==> config.mk <==
export PLATFORM = sky130hd
export DESIGN_NAME = dt_flat
export DESIGN_NICKNAME = d
export VERILOG_FILES = /design/src/rtl/dt_if.sv /design/src/rtl/dt.sv /design/src/flat_wrapper.sv
export SDC_FILE = /design/constraint.sdc
export NUM_CORES = 2
export LEC_CHECK = 0
export BUFFER_PORTS_ARGS = -buffer_cell sky130_fd_sc_hd__buf_2
export CORE_MARGIN = 8
export CORE_UTILIZATION = 60
export DETAILED_ROUTE_END_ITERATION = 6
export PLACE_DENSITY = 0.89
export SYNTH_ARGS = -nofsm -noshare
export SYNTH_HDL_FRONTEND = slang
export SYNTH_SLANG_ARGS = --single-unit
==> constraint.sdc <==
create_clock -name clk -period 8.5 [get_ports clk]
set_input_delay 0.425 -clock clk [delete_from_list [all_inputs] [get_ports clk]]
set_output_delay 0.425 -clock clk [all_outputs]
set_load 0.05 [all_outputs]
==> src/rtl/dt_if.sv <==
// dt_if: EX->DT->DC load/store translation bus, TLB write port and exception flags.
interface dt_if #(
    parameter int EX_TO_DT_WD = 272,
    parameter int DT_TO_DC_WD = 275,
    parameter int IW          = 4
);
    logic                   flush;
    logic [5:0]             stall;
    logic [EX_TO_DT_WD-1:0] ex_to_dt_bus;
    logic [7:0]             asid;
    logic                   tlb_we;
    logic [IW-1:0]          tlb_index;
    logic [77:0]            tlb_wdata;
    logic [DT_TO_DC_WD-1:0] dt_to_dc_bus;
    logic                   d_refill;
    logic                   d_invalid;
    logic                   d_modify;
    logic                   d_uncached;
    modport master (
        output flush, stall, ex_to_dt_bus, asid, tlb_we, tlb_index, tlb_wdata,
        input  dt_to_dc_bus, d_refill, d_invalid, d_modify, d_uncached
    );
    modport slave (
        input  flush, stall, ex_to_dt_bus, asid, tlb_we, tlb_index, tlb_wdata,
        output dt_to_dc_bus, d_refill, d_invalid, d_modify, d_uncached
    );
endinterface

==> src/rtl/dt.sv <==
// dt: data address translation stage with a fully-associative TLB between EX and DC.
module dt #(
    parameter int EX_TO_DT_WD = 272,
    parameter int DT_TO_DC_WD = 275,
    parameter int TLB_NUM     = 16
) (
    input logic clk,
    input logic rst,
    dt_if.slave bus
);
    logic [EX_TO_DT_WD-1:0] r_ex;
    logic [77:0]            r_tlb [TLB_NUM];
    logic [31:0]            w_vaddr;
    logic                   w_we;
    logic                   w_en;
    logic                   w_unmapped;
    logic                   w_hit;
    logic [77:0]            w_ent;
    logic [24:0]            w_pg;
    logic [31:0]            w_paddr;
    logic                   w_unused;
    always_ff @(posedge clk) begin
        if (!rst)
            r_ex <= '0;
        else if (bus.flush || (bus.stall[4] && !bus.stall[5]))
            r_ex <= '0;
        else if (!bus.stall[4])
            r_ex <= bus.ex_to_dt_bus;
    end
    // TLB writes ignore stall/flush; lookups this cycle still see the old entry
    always_ff @(posedge clk) begin
        if (!rst)
            for (int i = 0; i < TLB_NUM; i++) r_tlb[i] <= '0;
        else if (bus.tlb_we)
            r_tlb[bus.tlb_index] <= bus.tlb_wdata;
    end
    assign w_vaddr    = r_ex[31:0];
    assign w_we       = r_ex[32];
    assign w_en       = r_ex[33];
    assign w_unmapped = w_vaddr[31:30] == 2'b10;
    assign w_unused   = ^bus.stall[3:0];
    // scan downward so the lowest matching index is the one left standing
    always_comb begin
        w_hit = 1'b0;
        w_ent = '0;
        for (int i = TLB_NUM - 1; i >= 0; i--)
            if (r_tlb[i][77:59] == w_vaddr[31:13] && (r_tlb[i][50] || r_tlb[i][58:51] == bus.asid)) begin
                w_hit = 1'b1;
                w_ent = r_tlb[i];
            end
    end
    assign w_pg    = w_vaddr[12] ? w_ent[24:0] : w_ent[49:25];
    assign w_paddr = w_unmapped ? {3'b0, w_vaddr[28:0]} : w_hit ? {w_pg[24:5], w_vaddr[11:0]} : 32'd0;
    assign bus.dt_to_dc_bus = {r_ex[271:150], 3'b0, r_ex[149:32], w_paddr};
    assign bus.d_uncached   = w_unmapped ? w_vaddr[29] : (w_hit && w_pg[4:2] == 3'd2);
    assign bus.d_refill     = w_en && !w_unmapped && !w_hit;
    assign bus.d_invalid    = w_en && !w_unmapped && w_hit && !w_pg[0];
    assign bus.d_modify     = w_en && !w_unmapped && w_hit && w_pg[0] && !w_pg[1] && w_we;
endmodule
==> src/flat_wrapper.sv <==
// flat-port wrapper written by rule: the top's interface ports become plain ports
module dt_flat 
#(
    parameter int EX_TO_DT_WD = 272,
    parameter int DT_TO_DC_WD = 275,
    parameter int TLB_NUM     = 16
)
  (clk, rst, bus_flush, bus_stall, bus_ex_to_dt_bus, bus_asid, bus_tlb_we, bus_tlb_index, bus_tlb_wdata, bus_dt_to_dc_bus, bus_d_refill, bus_d_invalid, bus_d_modify, bus_d_uncached);
  dt_if #(.EX_TO_DT_WD(EX_TO_DT_WD), .DT_TO_DC_WD(DT_TO_DC_WD)) bus_i ();
  input logic clk;
  input logic rst;
  input wire logic [$bits(bus_i.flush)-1:0] bus_flush;
  input wire logic [$bits(bus_i.stall)-1:0] bus_stall;
  input wire logic [$bits(bus_i.ex_to_dt_bus)-1:0] bus_ex_to_dt_bus;
  input wire logic [$bits(bus_i.asid)-1:0] bus_asid;
  input wire logic [$bits(bus_i.tlb_we)-1:0] bus_tlb_we;
  input wire logic [$bits(bus_i.tlb_index)-1:0] bus_tlb_index;
  input wire logic [$bits(bus_i.tlb_wdata)-1:0] bus_tlb_wdata;
  output wire logic [$bits(bus_i.dt_to_dc_bus)-1:0] bus_dt_to_dc_bus;
  output wire logic [$bits(bus_i.d_refill)-1:0] bus_d_refill;
  output wire logic [$bits(bus_i.d_invalid)-1:0] bus_d_invalid;
  output wire logic [$bits(bus_i.d_modify)-1:0] bus_d_modify;
  output wire logic [$bits(bus_i.d_uncached)-1:0] bus_d_uncached;
  assign bus_i.flush = bus_flush;
  assign bus_i.stall = bus_stall;
  assign bus_i.ex_to_dt_bus = bus_ex_to_dt_bus;
  assign bus_i.asid = bus_asid;
  assign bus_i.tlb_we = bus_tlb_we;
  assign bus_i.tlb_index = bus_tlb_index;
  assign bus_i.tlb_wdata = bus_tlb_wdata;
  assign bus_dt_to_dc_bus = bus_i.dt_to_dc_bus;
  assign bus_d_refill = bus_i.d_refill;
  assign bus_d_invalid = bus_i.d_invalid;
  assign bus_d_modify = bus_i.d_modify;
  assign bus_d_uncached = bus_i.d_uncached;
  dt #(.EX_TO_DT_WD(EX_TO_DT_WD), .DT_TO_DC_WD(DT_TO_DC_WD), .TLB_NUM(TLB_NUM)) u_core (.clk(clk), .rst(rst), .bus(bus_i));
endmodule
[After elaboration in Yosys (flattened, before gate mapping)]
Memory sizes are Yosys's and may differ from the RTL's.
Cells that the tools add are included.
Word-level totals
  register bits: 272
  memory bits (writable): 1248
  input bits: 372
  output and inout bits: 279
  logic and storage cells: 129
  memories: 1
Memory list
  u_core.r_tlb: depth 16, bits a word 78, read ports 16, clocked after memory_dff 0, write ports 16, line dt.sv:12  | logic [77:0] r_tlb [TLB_NUM];
Operators by class
  eq/ne operators: 34
  multiplexer cells: 43
  bitwise gates (word level): 1
  reductions and logical operators: 49
Operators by type and width (count)
  $mux 50: 16
  $eq 19x19->1: 16
  $eq 8x8->1: 16
  $mux 78: 1
  $reduce_or 78->1: 1
  $mux 32: 2
  $logic_and 1x1->1: 25
  $mux 25: 1
  $mux 1: 22
  $logic_or 1x1->1: 17
  $logic_not 1->1: 5
  $mux 4: 1
  $eq 3x2->1 const B: 1
  $eq 2x2->1 const B: 1
  $reduce_or 2->1: 1
  $not 1->1: 1

[Depth between registers and ports, before layout]
An unclocked memory read counts as a cell.
  word-level depth: 24
  mapped depth: 16
  depth with buffers taken out: 10

[Least setup slack after synthesis]
No wires, ideal clock.
  path kind: input-to-reg
  start point: in rst
  end point: mem u_core.r_tlb[10][0], enable pin
  setup time: 0.622 ns
  arrival time: 6.460 ns
  data required time: 7.878 ns
  setup slack: 1.418 ns
  cell stages on the path: 3
  buffers on the path: 1
  cell sequence: clkbuf_1 > nand4b_1 > o21ai_0
RTL lines
  from (decl): line flat_wrapper.sv:11  | input logic rst;
  to (decl): line dt.sv:12

[Worst setup path after layout]
  start point: reg u_core.r_ex[28]
  end point: out bus_d_modify
Between the ends
  word-level cells in the longest chain between the ends: 22
  elaborated cells between the ends (all ways): 70
  those cells by class: 16 x eq/ne; 33 x mux; 21 x reduce/logical
RTL lines
  from (decl): line dt.sv:11  | logic [EX_TO_DT_WD-1:0] r_ex;
  from (signal assigned): line dt.sv:28  | r_ex <= bus.ex_to_dt_bus;
  $eq 19x19->1: line dt.sv:47  | if (r_tlb[i][77:59] == w_vaddr[31:13] && (r_tlb[i][50] || r_tlb[i][58:51] == bus.asid)) begin
  $logic_and 1x1->1: line dt.sv:47
  $mux 50 / $mux 1 (equally long branches) (16 in series): line dt.sv:47
  $mux 25 / $logic_and 1x1->1 (equally long branches): line dt.sv:52, dt.sv:58
  $logic_and 1x1->1 / $logic_not 1->1 (equally long branches): line dt.sv:58  | assign bus.d_modify = w_en && !w_unmapped && w_hit && w_pg[0] && !w_pg[1] && w_we;
  $logic_and 1x1->1 * (2 in series): line dt.sv:58
  to (decl): line flat_wrapper.sv:22  | output wire logic [$bits(bus_i.d_modify)-1:0] bus_d_modify;
Every way passes the cells marked *; elsewhere a longest branch is shown, timed or not.

==> run_results.csv <==
group,metric,value,unit
run_status,outcome,"finished with violations",
run_status,violations,"design-rule violations",
place,gp_routability_congestion,0.953,
power_and_ir_drop,p_comb_share,6.9,%
cells_and_area,layout_commonest_cell,"and2_1",
route,num_vias,52000,
power_and_ir_drop,p_leak,31.2,nW
route,ant_nets,0,
synth,ys_seq_area_share,61.1,%
timing,rsz0062_at_grt,"no",
floorplanning,num_rows,125,
worst_setup_path,crit_path_max_fanout,21,
cts,cts_root_buf,"clkbuf_16",
synth,ys_types,80,
synth,synth_seq_cells,1520,
power_and_ir_drop,cellPowerDensity,205,mW/mm²
worst_setup_path,path_common_cell,"buf_4",
timing,fin_setup_tns,0,ns
worst_setup_path,slowest_stage,"nor4_1",
place,portBuffers,643,
grt,antenna_found_initial,45,
worst_setup_path,worstPathArrival,7.01,ns
cells_and_area,area_growth,14.8,%
power_and_ir_drop,intPower,12.7,mW
worst_setup_path,r2r-end,"u_core.r_ex[25]",
timing,hold_violations,0,
timing,finalClockSkew,0,ns
synth,yosysTopAreaCellShare,53.3,%
floorplanning,die_w,358,µm
cells_and_area,seq_area,0.0429,mm²
route,wirelength,243000,µm
worst_setup_path,worstSetupPathType,"flip-flop to primary output",
power_and_ir_drop,power_frac_seq,52.0,%
synth,syn_inst,5775,
floorplanning,die_h,358,µm
timing,setup_violations,0,
cts,clockBufferDepth,3,
floorplanning,start_util,60.5,%
power_and_ir_drop,vdd_ir_drop_max,221,µV
floorplanning,fp.dieArea,0.128,mm²
cells_and_area,drive_gt1_share,17.1,%
floorplanning,ios,651,
timing,fin_crit,7.43,ns
cells_and_area,layout.filler_cells,7205,
cts,clock-sinks,1520,
flow_run,cap_viol_max_count,0,
grt,grt_pass1_vias,50800,
synth,synth_async_sr_flop_share,0,%
hold_path,hold_class,"input port to flip-flop",
timing,worst_pin_slew,1.37,ns
cells_and_area,multi_input_comb_area,0.0239,mm²
timing,fmax,135,MHz
cts,clk_latency,0.76,ns
route,vias_per_cell,6.56,
floorplanning,core,0.116,mm²
cts,cts.clk_slew.worst_paths,0.07,ns
synth,synth-edff-count,1248,
synth,yosysTopAreaCell,"edfxtp_1",
route,drt_iter0_drc,9502,
worst_setup_path,reg2reg_from,"u_core.r_ex[25]",
power_and_ir_drop,p_clk_share,41.1,%
power_and_ir_drop,switching_share,23.2,%
synth,syn_area_per_cell,12.2,µm²
worst_setup_path,crit_path_max_incr_delay,0.69,ns
route,wl_per_cell,30.7,µm
worst_setup_path,cp_cell_sequence,"buf_4 > xor2_1 > nor4_1 > nand4_1 > or3_2 > buf_4 > nand2_2 > or4b_1 > o21a_1 > buf_4 > nand2_1 > a2111o_1 > a2111oi_2 > buf_2",
cts,cts_resized,0,
synth,syn_area,0.0703,mm²
worst_setup_path,worst_ep_required_time,8.08,ns
hold_path,holdPathStages,3,
grt,grt_pass1_wl,342000,µm
grt,grt_max_degree,159,
worst_setup_path,cp-end-kind,"primary output",
worst_setup_path,rrSetupSlack,6.80,ns
cts,cts.htree.levels,4,
grt,grt_use_total,36.4,%
worst_setup_path,critPathLaunch,"u_core.r_ex[28]",
cells_and_area,stdcell_area,0.0807,mm²
worst_setup_path,rr_worst_depth,3,
hold_path,holdPathEnd,"u_core.r_ex[225]",
hold_path,hp-start,"bus_ex_to_dt_bus[225]",
synth,yosys_warnings,0,
cells_and_area,fin_nets,6632,
power_and_ir_drop,switching_power,3.85,mW
cts,cts_tree,"yes",
route,drtPass1Iterations,7,
timing,drv_slew,0,
grt,overflow,0,
cells_and_area,mostFrequentLayoutCells,"1253 x and2_1, 1248 x edfxtp_1, 642 x buf_2",
timing,finalCritPeriodShare,87.5,%
place,place_area,0.0729,mm²
route,route.detailed.drc,14,
cts,numCtsBuffers,154,
synth,synth_flop_cell,"edfxtp_1",
synth,yosys-top-cells-area,"edfxtp_1 53%, and2_1 11%, dfxtp_1 7.8%, mux2i_1 3.9%, xor2_1 3.2%",
worst_setup_path,start_kind,"flip-flop",
timing,slew_headroom,8.47,%
place,hpwl,146000,µm
## logic make-up (layout without fill, tap and decap cells)
group / count (synthesis) / count (layout) / synth area share, %
AND/OR/NAND/NOR: 2231 / 2231 / 17.5
flip-flops: 1520 / 1520 / 61.1
buffers and inverters: 714 / 1317 / 5.39
AO/OA/AOI/OAI: 604 / 604 / 6.69
XOR/XNOR: 432 / 432 / 5.39
multiplexers: 273 / 273 / 3.89
other: 1 / 25 / 0.00534
## how the worst max path moves through the flow
stage | endpoint | slack (ns) | cells past startpoint
2_1_floorplan | u_core.r_tlb[10][0] | 1.42 | 3
3_3_place_gp | bus_d_modify | 2.34 | 14
3_5_place_dp | bus_d_modify | 2.29 | 14
4_1_cts | bus_d_modify | 1.43 | 14
5_1_grt | bus_dt_to_dc_bus[25] | 1.06 | 14
6_report | bus_d_modify | 1.07 | 14
## critical path: cells and delay by family, from the launching register on
| family | cells | cell delay, ns |
|---|---|---|
| and+or+nand+nor | 6 | 2.38 |
| xor gates and xnor gates | 1 | 0.12 |
| DFF | 1 | 0.68 |
| buffers and inverters | 4 | 1.51 |
| AOI/OAI and AO/OA | 3 | 1.48 |
## power by group through the flow
stage               Clock, mW  Sequential [mW]  Combinational [mW]
floorplan                   0             8.74               0.644
global placement            0             8.72               0.960
detailed placement          0             8.75               0.987
CTS                      6.77             8.60                1.10
global route             7.07             8.63                1.19
finish                   6.80             8.61                1.15
## repair_timing
item                                   CTS  global route
hold buffers                           270             0
setup buffers                            0             0
endpoints found under the hold margin  269             0
## flip-flops by register name, summed over array words and instances (netlist names)
signal / cells
u_core.r_tlb: 1248
u_core.r_ex: 272
## through the flow
stage	worst slack [ns]	util, %	std cells	hold slack [ns]	power, mW
after floorplan	1.42	-	5777	0.455	9.39
after global placement	2.34	62.8	7358	0.466	9.68
after detailed placement	2.29	62.8	7358	0.478	9.74
after CTS	1.43	69.4	7904	0.00629	16.5
after global routing	1.06	69.4	7917	0.0496	16.9
final	1.07	69.4	7926	0.0372	16.6
## metal layers
metal	wire length [µm]	GRT usage (%)	vias to the layer above	share of wire, %
met5	220	0	-	0.090
met4	18900	23.2	22	7.8
met3	40700	14.4	1153	17
met2	106000	55.1	5012	44
met1	77200	43.4	24700	32
li1	-	-	21100	-
## cell type report
class / count / share of cell area, %
clock buffer: 203 / 5.24
sequential: 1520 / 53.2
inverter: 7 / 0.0326
antenna: 22 / 0.0683
timing repair buffer: 1034 / 8.54
clock inverter: 73 / 0.906
multi-input combinational: 3543 / 29.6
tap: 1524 / 2.36
## synthesized netlist by cell type, types with 65 or more instances
cell	number
nor2_1	473
buf_4	256
nor4_1	73
xor2_1	260
buf_2	71
clkbuf_1	354
o21ai_0	65
and2_1	1253
dfxtp_1	272
mux2i_1	273
a221oi_1	74
xnor2_1	172
nand2_1	163
edfxtp_1	1248
No activity file was read; power rests on OpenSTA's default activity.
